### src/rtl/tdm_demux_1x8.sv
// Receive end of a serial 8-slot TDM link. Each accepted bit is steered into a
// shadow lane, and every completed frame is presented as a parallel word.
module tdm_demux_1x8 #(
    parameter bit LSB_FIRST = 1'b1
) (
    input  logic       clk,
    input  logic       rst_n,
    input  logic       din,
    input  logic       din_valid,
    input  logic       sync,
    output logic [7:0] out,
    output logic       out_valid,
    output logic [2:0] slot,
    output logic       sync_err
);

    logic [7:0] shadow;
    logic [7:0] shadow_next;
    logic [2:0] eff_slot;
    logic [2:0] lane;
    logic [2:0] slot_next;
    logic       complete;
    logic       sync_err_next;

    // sync overrides the counter before lane selection, so a sync-forced bit
    // always lands in slot 0 and can never complete a frame.
    always_comb begin
        eff_slot      = sync ? 3'd0 : slot;
        lane          = LSB_FIRST ? eff_slot : ~eff_slot;
        shadow_next   = shadow;
        slot_next     = slot;
        complete      = 1'b0;
        sync_err_next = sync && (slot != 3'd0);
        if (din_valid) begin
            shadow_next[lane] = din;
            slot_next         = eff_slot + 3'd1;
            complete          = (eff_slot == 3'd7);
        end else if (sync) begin
            slot_next = 3'd0;
        end
    end

    always_ff @(posedge clk or negedge rst_n) begin
        if (!rst_n) begin
            shadow    <= '0;
            out       <= '0;
            out_valid <= 1'b0;
            slot      <= '0;
            sync_err  <= 1'b0;
        end else begin
            shadow    <= shadow_next;
            slot      <= slot_next;
            out_valid <= complete;
            sync_err  <= sync_err_next;
            if (complete) begin
                out <= shadow_next;
            end
        end
    end

endmodule

### config.mk
export PLATFORM = sky130hd
export DESIGN_NAME = tdm_demux_1x8
export DESIGN_NICKNAME = d
export VERILOG_FILES = /design/src/rtl/tdm_demux_1x8.sv
export SDC_FILE = /design/constraint.sdc
export NUM_CORES = 1
export LEC_CHECK = 0
export ABC_AREA = 1
export CORE_ASPECT_RATIO = 1.25
export CORE_UTILIZATION = 35
export CTS_BUF_LIST = sky130_fd_sc_hd__clkbuf_8
export DETAILED_ROUTE_END_ITERATION = 7
export GPL_ROUTABILITY_DRIVEN = 0
export GPL_TIMING_DRIVEN = 0
export RECOVER_POWER = 50
export SLEW_MARGIN = 20
export SYNTH_ARGS = -nofsm -noshare
export SYNTH_HDL_FRONTEND = slang
export SYNTH_SLANG_ARGS = --single-unit
### constraint.sdc
create_clock -name clk -period 2.7 [get_ports clk]
set_clock_uncertainty 0.2 [all_clocks]
set_input_delay 0.54 -clock clk [delete_from_list [all_inputs] [get_ports clk]]
set_output_delay 0.54 -clock clk [all_outputs]
set_load 0.1 [all_outputs]
==> impl_results.md <==
* CTS buffer count at 3
* Setup bufs post-CTS at 0
* Final Non-Filler Cells at 172
* # diodes at 0
* Max clock buf depth at 2
* Synth cell types at 16
* First-pass GRT wire length at 3277 um
* Flop pwr share at 50.2%
* DR pass1 iterations at 4
* Antenna viol nets, final at 0
* Die Wd at 49.32 um
* Clock Tree Root: clkbuf_8
* Fmax at 382.6 MHz
* Worst skew pair latency at 250 ps
* DRT Wirelength at 1906 um
* Hold Buf Count CTS at 0
* Critical path class: reg -> out
* Vias in the first global route at 757
* Power Density at 585.8 mW/mm^2
* IO Pins at 18
* Seq cells post-synth at 21
* Largest cells by area after synthesis: dfrtp_1 (54%), nand2_1 (14%), nand3_1 (9.2%), inv_1 (6.1%), o21bai_1 (3.1%)
* Layout cells sized above 1 at 5.072%
* Total number of vias at 787
* Die Ht at 61.15 um
* Final setup viols at 0
* Gate count after technology mapping at 117
* Min-delay worst type: in -> async
* Placed cell count at 168
* CTS tree: built
* PortBufs at 17
* Max Cap Viol at 0
* Final Net Count at 145
* Final Hold Fails at 0
* Die footprint at 0.003016 sq mm
* Synthesis Warnings at 0
* Starting Density at 36.55%
* Least-Margin Pin Slew at 1106 ps
* Lkg Pwr at 0.6572 nW
* HPWL Detailed at 1326 um
* Synthesis-to-layout area growth at 25.93%
* P_sw at 0.0002274 W
* Synth Net Count at 123
* Crit path buf inv count at 1
* CP max FO at 7
* Initial antenna violation count at 0
* Sink Count at 21
* DRT iter0 DRCs at 29
* WP data arrival at 1870 ps
* Syn avg cell area at 8.373 sq um
* GR Overflow Total at 0
* DR WL/cell at 11.08 um
* Worst path slowest cell: clkdlybuf4s50_1
* Mapped cell area at 979.7 sq um
* Crit. End Element: primary output
* Worst Setup Start Kind: flop
* Clock power share at 27.2%
* Data required, critical path at 1960 ps
* Combinational power share at 22.6%
* Final Cycle Share at 96.79%
* Critical Path Max Stage Delay at 1170 ps
* DR DRC count at 0
* Commonest non-fill, non-tap cell in the layout: nand2_1
* Status: completed
* Commonest cells after routing, fill and taps aside: nand2_1 (37), dfrtp_1 (21), nand3_1 (18), inv_1 (17), clkdlybuf4s50_1 (13)
* Worst vdd ir at 0.2889 mV
* Family with the most delay on the worst path: buffers and inverters
* Largest net degree at the start of global routing at 22
* Pint at 0.0004953 W
* Site Rows at 21
* Power Total at 0.0007227 W
* Slew Limit Headroom at 26.28%
* Drt via density at 4.576
* Setup TNS at 0 ps
* # resized after CTS at 0
* RSZ-0062 raised after global routing: no
* Switching share of power at 31.46%
* Clock-pin slew on the worst setup and hold paths at 70 ps
* Max-slew violations at 0
* Yosys top cell by area: dfrtp_1
* CP Cell Sequence: clkdlybuf4s50_1
* Number of H-tree levels at 1
* Synth top area share at 53.64%
* Tmin final at 2613 ps
* Register area share after synthesis at 53.64%
* Gr usage total at 14.69%
* Core ar. at 0.002680 sq mm
[per-stage QoR]
step / utilization, % / hold WS (ps) / setup WS (ps) / cell area [sq um]
final: 46.03 / 272.2 / 86.61 / 1234
after global routing: 46.03 / 313.8 / 8.027 / 1234
after CTS: 46.17 / 286.1 / 10.80 / 1237
after detailed placement: 44.49 / 265.3 / 19.70 / 1192
after global placement: 44.49 / 264.8 / 71.76 / 1192
after floorplan: - / 44.41 / 601.5 / 979.7
[power groups by stage]
stage | logic, W | registers (W) | clock network, W
after floorplan | 0.0000669 | 0.000423 | 0
after global placement | 0.000163 | 0.000368 | 0
after detailed placement | 0.000166 | 0.000369 | 0
after CTS | 0.000167 | 0.000363 | 0.000208
after global routing | 0.000182 | 0.000367 | 0.000220
final | 0.000164 | 0.000363 | 0.000197
[sequential cells by signal, indices dropped and copies added (netlist names)]
register,count
out_valid,1
slot,3
out,8
sync_err,1
shadow,8
[per-layer routing]
layer / up-vias / wire length [um] / global-route usage [%]
li1: 402 / - / -
met5: - / 0 / 0
met4: 0 / 39 / 8.824
met2: 13 / 968 / 26.03
met3: 4 / 40 / 2.222
met1: 368 / 857 / 17.08
[cells in the mapped netlist]
master and instances:
nand2_2 2, buf_6 1, inv_1 16, dfrtp_1 21, a21oi_1 1, nand3_1 18
ha_1 1, a21oi_4 1, xnor2_1 1, and2_1 3, nand3_2 1, o21ai_0 2
clkinv_1 2, o21bai_1 4, nor2_1 7, nand2_1 36
[kinds of logic (layout without fill, tap and decap cells)]
logic type / Yosys count / after routing / share of synthesized area, %
AO/OA/AOI/OAI: 8 / 8 / 6.258
XOR/XNOR: 1 / 1 / 0.8942
adder cells (fa/ha/maj): 1 / 1 / 1.277
buffers and inverters: 19 / 40 / 8.046
flip-flops: 21 / 21 / 53.64
AND/OR/NAND/NOR: 67 / 67 / 29.89
[final timing paths]
| check | start | to | slack [ps] | cells past startpoint |
|---|---|---|---|---|
| setup / recovery | slot[2] | slot[2] | 90 | 1 |
| hold / removal | rst_n | slot[1] | 270 | 1 |
| setup reg to reg | slot[2] | out[4] | 760 | 7 |
| hold reg to reg | out[1] | out[1] | 280 | 2 |
| max in group asynchronous | rst_n | out[2] | 1370 | 1 |
| min in group clk | out[1] | out[1] | 280 | 2 |
[cell type report]
type                       count  area [sq um]
buffer                         1         11.26
tap                           34         42.54
inverter                      18         67.56
clock buffer                   3         41.29
clock inverter                 1         3.754
multi-input combinational     77         372.9
fill                         295          1446
timing repair buffer          17         168.9
sequential                    21         525.5
Power figures use the tool's default switching activity.
